**src/rtl/ps2_key_rx_pkg.sv**
```systemverilog
// PS/2 keyboard receiver shared definitions:
// prefix bytes, FSM states and ps2_key field positions.
package ps2_pkg;

  localparam logic [7:0] PS2_PREFIX_EXT   = 8'hE0;
  localparam logic [7:0] PS2_PREFIX_REL   = 8'hF0;
  localparam logic [7:0] PS2_PREFIX_PAUSE = 8'hE1;

  typedef enum logic [1:0] {
    IDLE  = 2'd0,
    SHIFT = 2'd1,
    CHECK = 2'd2
  } ps2_state_e;

  localparam int KEY_TOGGLE  = 10;
  localparam int KEY_PRESSED = 9;
  localparam int KEY_EXT     = 8;

endpackage

```
**src/rtl/ps2_key_rx_if.sv**
```systemverilog
// Key event bundle from the PS/2 frame FSM to the
// arcade key-mapping consumer.
interface ps2_key_if;
  logic [10:0] key;
  logic        strobe;
  logic        err;
  logic        busy;

  modport master (
    output key, strobe, err, busy
  );

  modport slave (
    input key, strobe, err, busy
  );
endinterface

```
**src/rtl/ps2_key_rx_fsm.sv**
```systemverilog
// PS/2 frame shifter, checker and prefix tracker
// producing toggle-flagged key events.
module ps2_key_rx_fsm
  import ps2_pkg::*;
#(
  parameter int TIMEOUT = 12000
) (
  input  logic      clk_i,
  input  logic      rst_ni,
  input  logic      fall_i,
  input  logic      data_i,
  ps2_key_if.master key_if
);

  localparam int TW = $clog2(TIMEOUT + 1);

  ps2_state_e    state_q, state_d;
  logic [3:0]    cnt_q, cnt_d;
  logic [10:0]   sh_q, sh_d;
  logic [TW-1:0] tmo_q, tmo_d;
  logic          ext_q, ext_d;
  logic          rel_q, rel_d;
  logic [10:0]   key_q, key_d;
  logic          stb_q, stb_d;
  logic          err_q, err_d;

  logic [7:0] byte_w;
  logic       valid_w;

  assign byte_w  = sh_q[8:1];
  assign valid_w = ~sh_q[0] & sh_q[10] & (^sh_q[9:1]);

  always_comb begin
    state_d = state_q;
    cnt_d   = cnt_q;
    sh_d    = sh_q;
    tmo_d   = tmo_q;
    ext_d   = ext_q;
    rel_d   = rel_q;
    key_d   = key_q;
    stb_d   = 1'b0;
    err_d   = 1'b0;
    unique case (state_q)
      IDLE: begin
        tmo_d = '0;
        if (fall_i) begin
          sh_d[0] = data_i;
          cnt_d   = 4'd1;
          state_d = SHIFT;
        end
      end
      SHIFT: begin
        // An edge in the timeout cycle still counts.
        if (fall_i) begin
          sh_d[cnt_q] = data_i;
          tmo_d       = '0;
          if (cnt_q == 4'd10) state_d = CHECK;
          else                cnt_d   = cnt_q + 4'd1;
        end else if (tmo_q == TW'(TIMEOUT)) begin
          state_d = IDLE;
          cnt_d   = '0;
          tmo_d   = '0;
          err_d   = 1'b1;
          ext_d   = 1'b0;
          rel_d   = 1'b0;
        end else begin
          tmo_d = tmo_q + TW'(1);
        end
      end
      CHECK: begin
        state_d = IDLE;
        cnt_d   = '0;
        tmo_d   = '0;
        if (!valid_w) begin
          err_d = 1'b1;
          ext_d = 1'b0;
          rel_d = 1'b0;
        end else if (byte_w == PS2_PREFIX_EXT) begin
          ext_d = 1'b1;
        end else if (byte_w == PS2_PREFIX_REL) begin
          rel_d = 1'b1;
        end else if (byte_w != PS2_PREFIX_PAUSE) begin
          key_d[KEY_TOGGLE]  = ~key_q[KEY_TOGGLE];
          key_d[KEY_PRESSED] = ~rel_q;
          key_d[KEY_EXT]     = ext_q;
          key_d[7:0]         = byte_w;
          stb_d              = 1'b1;
          ext_d              = 1'b0;
          rel_d              = 1'b0;
        end
      end
      default: state_d = IDLE;
    endcase
  end

  always_ff @(posedge clk_i or negedge rst_ni) begin
    if (!rst_ni) begin
      state_q <= IDLE;
      cnt_q   <= '0;
      sh_q    <= '0;
      tmo_q   <= '0;
      ext_q   <= 1'b0;
      rel_q   <= 1'b0;
      key_q   <= '0;
      stb_q   <= 1'b0;
      err_q   <= 1'b0;
    end else begin
      state_q <= state_d;
      cnt_q   <= cnt_d;
      sh_q    <= sh_d;
      tmo_q   <= tmo_d;
      ext_q   <= ext_d;
      rel_q   <= rel_d;
      key_q   <= key_d;
      stb_q   <= stb_d;
      err_q   <= err_d;
    end
  end

  assign key_if.key    = key_q;
  assign key_if.strobe = stb_q;
  assign key_if.err    = err_q;
  assign key_if.busy   = (state_q == SHIFT) ||
                         (state_q == CHECK);

endmodule

```
**src/rtl/ps2_line_filter.sv**
```systemverilog
// 2-FF synchroniser plus stability filter for one
// PS/2 line; BYPASS keeps only the synchroniser.
module ps2_line_filter #(
  parameter int CLK_FILTER = 8,
  parameter bit BYPASS     = 1'b0
) (
  input  logic clk_i,
  input  logic rst_ni,
  input  logic line_i,
  output logic level_o,
  output logic fall_o
);

  logic [1:0] sync_q;

  always_ff @(posedge clk_i or negedge rst_ni) begin
    if (!rst_ni) sync_q <= 2'b11;
    else         sync_q <= {sync_q[0], line_i};
  end

  if (BYPASS) begin : g_bypass
    assign level_o = sync_q[1];
    assign fall_o  = 1'b0;
  end else begin : g_filt
    localparam int CW = $clog2(CLK_FILTER + 1);

    logic          level_q, level_d;
    logic          fall_q;
    logic [CW-1:0] cnt_q, cnt_d;

    // Count cycles the synced line disagrees with the
    // filtered level; any agreement restarts the count.
    always_comb begin
      level_d = level_q;
      cnt_d   = cnt_q;
      if (sync_q[1] == level_q) begin
        cnt_d = '0;
      end else if (cnt_q >= CW'(CLK_FILTER - 1)) begin
        level_d = sync_q[1];
        cnt_d   = '0;
      end else begin
        cnt_d = cnt_q + CW'(1);
      end
    end

    always_ff @(posedge clk_i or negedge rst_ni) begin
      if (!rst_ni) begin
        level_q <= 1'b1;
        cnt_q   <= '0;
        fall_q  <= 1'b0;
      end else begin
        level_q <= level_d;
        cnt_q   <= cnt_d;
        fall_q  <= level_q & ~level_d;
      end
    end

    assign level_o = level_q;
    assign fall_o  = fall_q;
  end

endmodule

```
**src/rtl/ps2_key_rx.sv**
```systemverilog
// PS/2 keyboard receiver producing the 11-bit
// ps2_key word for the arcade key-mapping logic.
module ps2_key_rx
  import ps2_pkg::*;
#(
  parameter int CLK_FILTER = 8,
  parameter int TIMEOUT    = 12000
) (
  input  logic        clk_sys,
  input  logic        reset_n,
  input  logic        ps2_clk_i,
  input  logic        ps2_data_i,
  output logic [10:0] ps2_key,
  output logic        key_strobe,
  output logic        frame_err,
  output logic        busy
);

  logic clk_lvl_unused;
  logic clk_fall;
  logic data_lvl;
  logic data_fall_unused;

  ps2_key_if key_if ();

  ps2_line_filter #(
    .CLK_FILTER (CLK_FILTER),
    .BYPASS     (1'b0)
  ) u_clk_filt (
    .clk_i   (clk_sys),
    .rst_ni  (reset_n),
    .line_i  (ps2_clk_i),
    .level_o (clk_lvl_unused),
    .fall_o  (clk_fall)
  );

  ps2_line_filter #(
    .CLK_FILTER (CLK_FILTER),
    .BYPASS     (1'b1)
  ) u_data_sync (
    .clk_i   (clk_sys),
    .rst_ni  (reset_n),
    .line_i  (ps2_data_i),
    .level_o (data_lvl),
    .fall_o  (data_fall_unused)
  );

  ps2_key_rx_fsm #(
    .TIMEOUT (TIMEOUT)
  ) u_fsm (
    .clk_i  (clk_sys),
    .rst_ni (reset_n),
    .fall_i (clk_fall),
    .data_i (data_lvl),
    .key_if (key_if)
  );

  assign ps2_key    = key_if.key;
  assign key_strobe = key_if.strobe;
  assign frame_err  = key_if.err;
  assign busy       = key_if.busy;

endmodule

```
**config.mk**
```make
export PLATFORM = sky130hd
export DESIGN_NAME = ps2_key_rx
export DESIGN_NICKNAME = d
export VERILOG_FILES = /design/src/rtl/ps2_key_rx_pkg.sv /design/src/rtl/ps2_key_rx_if.sv /design/src/rtl/ps2_key_rx_fsm.sv /design/src/rtl/ps2_line_filter.sv /design/src/rtl/ps2_key_rx.sv
export SDC_FILE = /design/constraint.sdc
export NUM_CORES = 1
export LEC_CHECK = 0
export ABC_AREA = 1
export BUFFER_PORTS_ARGS = -buffer_cell sky130_fd_sc_hd__buf_2
export CAP_MARGIN = 20
export CORE_MARGIN = 4
export CORE_UTILIZATION = 30
export CTS_CLUSTER_DIAMETER = 80
export DETAILED_ROUTE_END_ITERATION = 12
export MAX_ROUTING_LAYER = met4
export SLEW_MARGIN = 0
export SYNTH_ARGS = -nofsm -noshare
export SYNTH_HDL_FRONTEND = slang
export SYNTH_SLANG_ARGS = --single-unit
```
**constraint.sdc**
```tcl
create_clock -name clk_sys -period 2.1 [get_ports clk_sys]
set_input_delay 0.21 -clock clk_sys [delete_from_list [all_inputs] [get_ports clk_sys]]
set_output_delay 0.21 -clock clk_sys [all_outputs]
set_load 0.05 [all_outputs]
```
==> results.py, run 1 <==
metrics = {
    "yosys": {
        "syn_avg_cell_area_um2": 8.58,
        "yosysWarnings": 0,
        "ys_async_sr_fraction_pct": 100,
        "synth_top_family_by_area": "simple AND/OR/NAND/NOR gates",
        "synthTopCellsByArea": "dfrtp_1, nand2_1, ha_1",
        "synthFlopType": "dfrtp_1",
        "synth_top_area_cell": "dfrtp_1",
        "ys_ff_latch": 56,
        "ys_seq_area_share_pct": 48.2,
        "synth_area_um2": 2920,
        "synth_fa_ha_area_share_pct": 7.29,
        "synth_mux_area_share_pct": 0,
        "syn_inst": 340,
        "synth_edf_count": 0,
        "synth_nets": 361,
        "synth.top_cell.area_share_pct": 43.7,
        "synthDistinctLibCells": 36,
        "synthSimpleGateAreaFrac_pct": 25.4,
        "synth_compound_area_share_pct": 10.1,
        "synth_xor_xnor_area_share_pct": 2.10,
    },
    "timing": {
        "fmax_mhz": 557,
        "period_share_pct": 85.6,
        "final_max_slew_viol_count": 0,
        "maxSlewHeadroom_pct": 52.3,
        "skew_ps": 13.7,
        "period_needed_ps": 1800,
        "tightest_slew_ps": 715,
        "hold_ws_ps": 10.6,
        "tns_ps": 0,
        "hold_viol_final": 0,
        "setup_viol": 0,
        "rsz0062_at_grt": "false",
    },
    "global_route": {
        "met3_usage_pct": 2.83,
        "grtUsageMet2_pct": 17.2,
        "grt_remaining_overflow": 0,
        "busiest_layer": "met2",
        "gr-usage-met1_pct": 12.9,
        "grt_pass1_wl_um": 9490,
        "antenna_found_initial": 0,
        "first_global_vias": 2105,
        "grt_util_all_layers_pct": 10.4,
        "grt_max_degree": 57,
    },
    "die": {
        "ios": 18,
        "core_area_um2": 9370,
        "rows": 35,
        "die_y_um": 107,
        "die_area_um2": 11400,
        "die_w_um": 107,
        "initial_core_util_pct": 31.1,
    },
    "power_and_ir_drop": {
        "pwr-share-seq_pct": 44.7,
        "power_w": 0.00298,
        "p_per_area_nw_per_um2": 906,
        "power.net_switching_w": 0.00109,
        "p_int_w": 0.00188,
        "p_leak_nw": 1.57,
        "peakVddDrop_uv": 295,
        "p_sw_share_pct": 36.7,
        "pwr-share-clk_pct": 24.3,
        "p_comb_share_pct": 31.0,
    },
    "clocking": {
        "postCtsSetupBuffers": 0,
        "clkTransAtPathRegs_ps": 100,
        "post_cts_resized": 0,
        "cts_root_buffer": "clkbuf_8",
        "cts_hold_buffers": 2,
        "htree_levels": 2,
        "worst_skew_pair.late_latency_ps": 310,
        "clkSinkCount": 56,
        "cts_tree": "built",
        "cts_buffer_depth": 2,
        "cts-buffers-inserted": 5,
    },
    "placed_design": {
        "io_buffers": 17,
        "placed_area_um2": 3150,
        "gp_congestion": 0.799,
        "dp.final_hpwl_um": 3970,
    },
    "detailed_routing": {
        "drc": 0,
        "dr.pass1.iters": 4,
        "drt_iter0_drc": 73,
        "routed_wl_um": 5400,
        "ant_nets": 0,
        "via_per_inst": 4.39,
        "routedWlPerCell_um": 10.9,
        "vias": 2168,
    },
    "finish": {
        "layout_commonest_cell": "nand2_1",
        "n_fill_cell": 984,
        "nets": 385,
        "diodes": 0,
        "drive_gt1_share_pct": 17.3,
        "final_area_um2": 3280,
        "areaGrowthSynthToFinish_pct": 12.6,
        "final_cell_mix": "nand2_1, dfrtp_1, inv_1",
        "utilization_pct": 35.0,
    },
    "setup_path": {
        "crit_path_end_kind": "register",
        "critPathKind": "reg2reg",
        "r2r_end": "u_fsm.key_if.key[8]$_DFFE_PN0P_",
        "rr_startpoint": "u_fsm.sh_q[5]$_DFFE_PN0P_",
        "rr_worst_depth": 12,
        "critical_path_arrival_ps": 2010,
        "r2r_slack_ps": 300,
        "worstSetupStartpointType": "register",
        "worstPathRequired_ps": 2320,
        "crit_fanout": 18,
    },
    "worst_hold_path": {
        "hold_class": "in2async",
    },
    "flow_run": {
        "drv_cap": 0,
    },
    "outcome": {
        "status": "completed",
    },
}
how the worst max path moves through the flow:
stage	cells past startpoint	start	endpoint	slack [ps]
2_1_floorplan	15	u_fsm.sh_q[1]$_DFFE_PN0P_	u_fsm.key_if.key[10]$_DFFE_PN0P_	450
3_3_place_gp	14	u_fsm.sh_q[1]$_DFFE_PN0P_	u_fsm.key_if.key[10]$_DFFE_PN0P_	330
3_5_place_dp	14	u_fsm.sh_q[1]$_DFFE_PN0P_	u_fsm.key_if.key[8]$_DFFE_PN0P_	300
4_1_cts	12	u_fsm.sh_q[5]$_DFFE_PN0P_	u_fsm.key_if.key[8]$_DFFE_PN0P_	280
5_1_grt	14	u_fsm.sh_q[1]$_DFFE_PN0P_	u_fsm.key_if.key[8]$_DFFE_PN0P_	130
6_report	12	u_fsm.sh_q[5]$_DFFE_PN0P_	u_fsm.key_if.key[8]$_DFFE_PN0P_	300
cell usage after synthesis, types with 2 or more instances:
library cell	count
nand2_1	69
dfrtp_1	51
inv_1	41
nor2_1	34
nand3_1	21
a21oi_1	18
ha_1	17
o21ai_0	12
nor3_1	10
nand2_2	8
a31oi_1	5
dfstp_2	5
inv_2	5
o21ai_1	5
o21ai_2	5
xor2_1	5
nand4_1	4
nor2_2	4
o22ai_1	3
xnor2_1	2
per-layer routing:
metal	vias up	part of all wire (%)	wire, µm
met5	-	0	0
met4	0	0.98	53
met3	6	3.6	194
met2	27	47	2550
met1	990	48	2600
li1	1145	-	-
worst max-delay path: stages (launching register included):
cell     delay (ps)
dfrtp_1         390
inv_1            80
ha_1            300
xor2_1          200
inv_1            60
nand2_1          70
nand2_2          70
nand2_2          90
inv_2            50
nand2_4         170
inv_2           100
nand2_1          70
nand2_1          50
state kept, by name, summed over array words and instances (netlist names):
name / cells
u_fsm.ext_q: 1
u_data_sync.sync_q: 2
u_fsm.key_if.err: 1
u_clk_filt.level_o: 1
u_fsm.tmo_q: 14
u_clk_filt.g_filt.cnt_q: 4
u_fsm.rel_q: 1
u_clk_filt.sync_q: 2
u_fsm.sh_q: 11
u_clk_filt.fall_o: 1
u_fsm.cnt_q: 4
u_fsm.state_q: 2
u_fsm.key_if.strobe: 1
u_fsm.key_if.key: 11
per-stage QoR:
step / worst slack (ps) / cells
floorplan: 449 / 340
global placement: 334 / 484
detailed placement: 304 / 484
CTS: 285 / 494
global route: 130 / 494
finish: 303 / 494
logic make-up after synthesis:
logic type | after synthesis
AND/OR/NAND/NOR | 160
flip-flops | 56
AO/OA/AOI/OAI | 50
buffers and inverters | 50
adder cells (fa/ha/maj) | 17
XOR/XNOR | 7
cell type report:
cell class / instances / area [µm²] / area share, %
inverter: 47 / 178 / 5.41
clock buffer: 5 / 68.8 / 2.10
timing repair buffer: 20 / 113 / 3.43
sequential: 56 / 1410 / 42.9
tap: 129 / 161 / 4.91
multi-input combinational: 234 / 1310 / 39.8
clock inverter: 3 / 47.5 / 1.45
power groups by stage:
stage / registers (W) / logic, W / clock network [W]
floorplan: 0.00132 / 0.000737 / 0
global placement: 0.00135 / 0.000918 / 0
detailed placement: 0.00135 / 0.000932 / 0
CTS: 0.00133 / 0.000937 / 0.000761
global route: 0.00135 / 0.00108 / 0.000796
finish: 0.00133 / 0.000921 / 0.000723
(Power assumes the default switching activity.)
==> run 2: changes to the inputs <==
CORE_UTILIZATION = 40   (was 30)
GPL_ROUTABILITY_DRIVEN = 0   (was default)
==> run 2 against run 1 <==
  * Sequential cell count unchanged
  * Total power is 2.7% lower
  * Highest routed layer unchanged
  * Critical path depth unchanged
  * Utilization up 12 points
  * Critical endpoint is now u_fsm.key_if.key[6]$_DFFE_PN0P_
  * Largest cell class unchanged
  * Sequential power barely moved
  * Clock skew shrank 9.0 ps
==> results.py, run 2 (synthesized netlist as in run 1, its figures left out) <==
metrics = {
    "outcome": {
        "status": "completed",
    },
    "placed_design": {
        "io_buffers": 17,
        "dp.final_hpwl_um": 4110,
        "place_ws_ps": 307,
        "dp_cells": 452,
    },
    "finish": {
        "regArea_um2": 1410,
        "multi_input_area_um2": 1310,
        "drive_gt1_share_pct": 17.4,
        "nets": 387,
        "largest_reg_flops": 14,
        "diodes": 0,
        "final_cell_mix": "nand2_1, dfrtp_1, inv_1",
        "top_register": "u_fsm.tmo_q",
        "layout_commonest_cell": "nand2_1",
        "final_cell_count_no_fill": 463,
        "areaGrowthSynthToFinish_pct": 11.1,
        "n_fill_cell": 669,
    },
    "setup_path": {
        "rr_worst_depth": 12,
        "critical_path_arrival_ps": 2020,
        "endpoint": "u_fsm.key_if.key[6]$_DFFE_PN0P_",
        "crit_fanout": 18,
        "cp-startpoint": "u_fsm.sh_q[5]$_DFFE_PN0P_",
        "cp_common_cell": "nand2_1",
        "rr_startpoint": "u_fsm.sh_q[5]$_DFFE_PN0P_",
        "path_cells": "inv_1 > ha_1 > xor2_1 > inv_1 > nand2_1 > nand2_2 > nand2_2 > inv_2 > nand2_4 > inv_2 > nand2_1 > nand2_1",
        "worstSetupStartpointType": "register",
        "cp_slowest_cell": "dfrtp_1",
        "path_buf_inv": 4,
        "critPathMaxStageDelay_ps": 390,
        "crit_family": "simple AND/OR/NAND/NOR gates",
        "r2r_slack_ps": 300,
        "worstPathRequired_ps": 2320,
        "r2r_end": "u_fsm.key_if.key[6]$_DFFE_PN0P_",
        "cp.depth": 12,
        "crit_path_end_kind": "register",
        "critPathKind": "reg2reg",
    },
    "global_route": {
        "antenna_found_initial": 0,
        "grt_max_degree": 27,
        "first_global_vias": 2153,
        "grt_pass1_wl_um": 9760,
        "grt_remaining_overflow": 0,
        "grt_util_all_layers_pct": 14.1,
    },
    "flow_run": {
        "drv_cap": 0,
    },
    "clocking": {
        "clkSinkCount": 56,
        "htree_levels": 2,
        "cts_tree": "built",
        "worst_skew_pair.late_latency_ps": 310,
        "clkTransAtPathRegs_ps": 110,
        "postCtsSetupBuffers": 0,
        "cts_buffer_depth": 2,
        "cts_root_buffer": "clkbuf_8",
        "cts-buffers-inserted": 5,
    },
    "timing": {
        "setup_viol": 0,
        "rsz0062_at_grt": "false",
        "fmax_mhz": 555,
        "final_max_slew_viol_count": 0,
        "setup_ws_ps": 298,
        "tns_ps": 0,
        "period_needed_ps": 1800,
        "hold_viol_final": 0,
        "skew_ps": 4.72,
        "maxSlewHeadroom_pct": 62.5,
        "tightest_slew_ps": 562,
        "period_share_pct": 85.8,
    },
    "detailed_routing": {
        "via_per_inst": 4.68,
        "ant_nets": 0,
        "dr.pass1.iters": 4,
        "drt_iter0_drc": 108,
        "routed_wl_um": 5300,
        "drc": 0,
        "vias": 2169,
        "routedWlPerCell_um": 11.4,
    },
    "die": {
        "core_area_um2": 6940,
        "die_y_um": 93.4,
        "ios": 18,
        "die_w_um": 93.4,
        "rows": 30,
        "initial_core_util_pct": 42.0,
        "die_area_um2": 8720,
    },
    "power_and_ir_drop": {
        "p_sw_share_pct": 38.8,
        "p_per_area_nw_per_um2": 893,
        "pwr-share-clk_pct": 21.6,
        "p_int_w": 0.00177,
        "pwr-share-seq_pct": 46.0,
        "power_w": 0.00289,
        "peakVddDrop_uv": 449,
        "power.net_switching_w": 0.00112,
        "p_leak_nw": 1.57,
        "p_comb_share_pct": 32.4,
    },
    "worst_hold_path": {
        "hp-start": "u_data_sync.sync_q[0]$_DFF_PN1_",
        "hold_class": "reg2reg",
    },
}
run 2: changes by cell type in the layout (fill, tap and decap cells not counted):
cell           change
bufinv_16          -1
clkinvlp_4         +1
inv_8              +1
dlygate4sd3_1      +1
buf_4              +1
clkinv_4           -1
run 2: final cells by class:
type | count | share of cell area, %
Sequential cell | 56 | 43.4
Multi-Input combinational cell | 234 | 40.4
Inverter | 47 | 5.48
Timing Repair Buffer | 22 | 4.02
Tap cell | 96 | 3.71
Clock buffer | 5 | 2.12
Clock inverter | 3 | 0.849
run 2: worst min-delay path by stage:
stage | end | slack (ps) | cells after the start
after floorplan | u_clk_filt.fall_o$_DFF_PN0_ | -90 | 0
after global placement | u_fsm.tmo_q[7]$_DFFE_PN0P_ | 240 | 1
after detailed placement | u_fsm.ext_q$_DFFE_PN0P_ | 240 | 1
final | u_data_sync.sync_q[1]$_DFF_PN1_ | 360 | 0
after CTS | u_data_sync.sync_q[1]$_DFF_PN1_ | 360 | 0
after global routing | u_data_sync.sync_q[1]$_DFF_PN1_ | 370 | 0
run 2: power groups by stage:
stage | sequential (W) | combinational, W | clock (W)
2_1_floorplan | 0.00132 | 0.000737 | 0
5_1_grt | 0.00135 | 0.00110 | 0.000693
6_report | 0.00133 | 0.000938 | 0.000625
3_3_place_gp | 0.00135 | 0.000922 | 0
4_1_cts | 0.00133 | 0.000948 | 0.000652
3_5_place_dp | 0.00135 | 0.000940 | 0
run 2: through the flow:
stage	cell area (µm²)	hold slack (ps)	util (%)
3_3_place_gp	3110	237	44.8
2_1_floorplan	2920	-85.6	-
6_report	3240	362	46.7
3_5_place_dp	3110	237	44.8
5_1_grt	3240	365	46.7
4_1_cts	3240	363	46.7
run 2: per-layer routing:
layer / GRT usage, % / routed length [µm] / vias to the layer above
met5: - / 0 / -
met1: 19.0 / 2680 / 981
li1: - / - / 1147
met2: 21.3 / 2340 / 34
met3: 2.98 / 199 / 7
met4: 4.27 / 80 / 0
run 2: timing repair:
action,4_1_cts,5_1_grt
hold buffers,3,0
gates resized for setup,0,0
endpoints found under the hold margin,24,0
run 2: worst register-to-register path: stages (launching register included):
cell	delay [ps]
dfrtp_1	390
inv_1	80
ha_1	300
xor2_1	190
inv_1	60
nand2_1	70
nand2_2	80
nand2_2	90
inv_2	50
nand2_4	170
inv_2	100
nand2_1	70
nand2_1	50
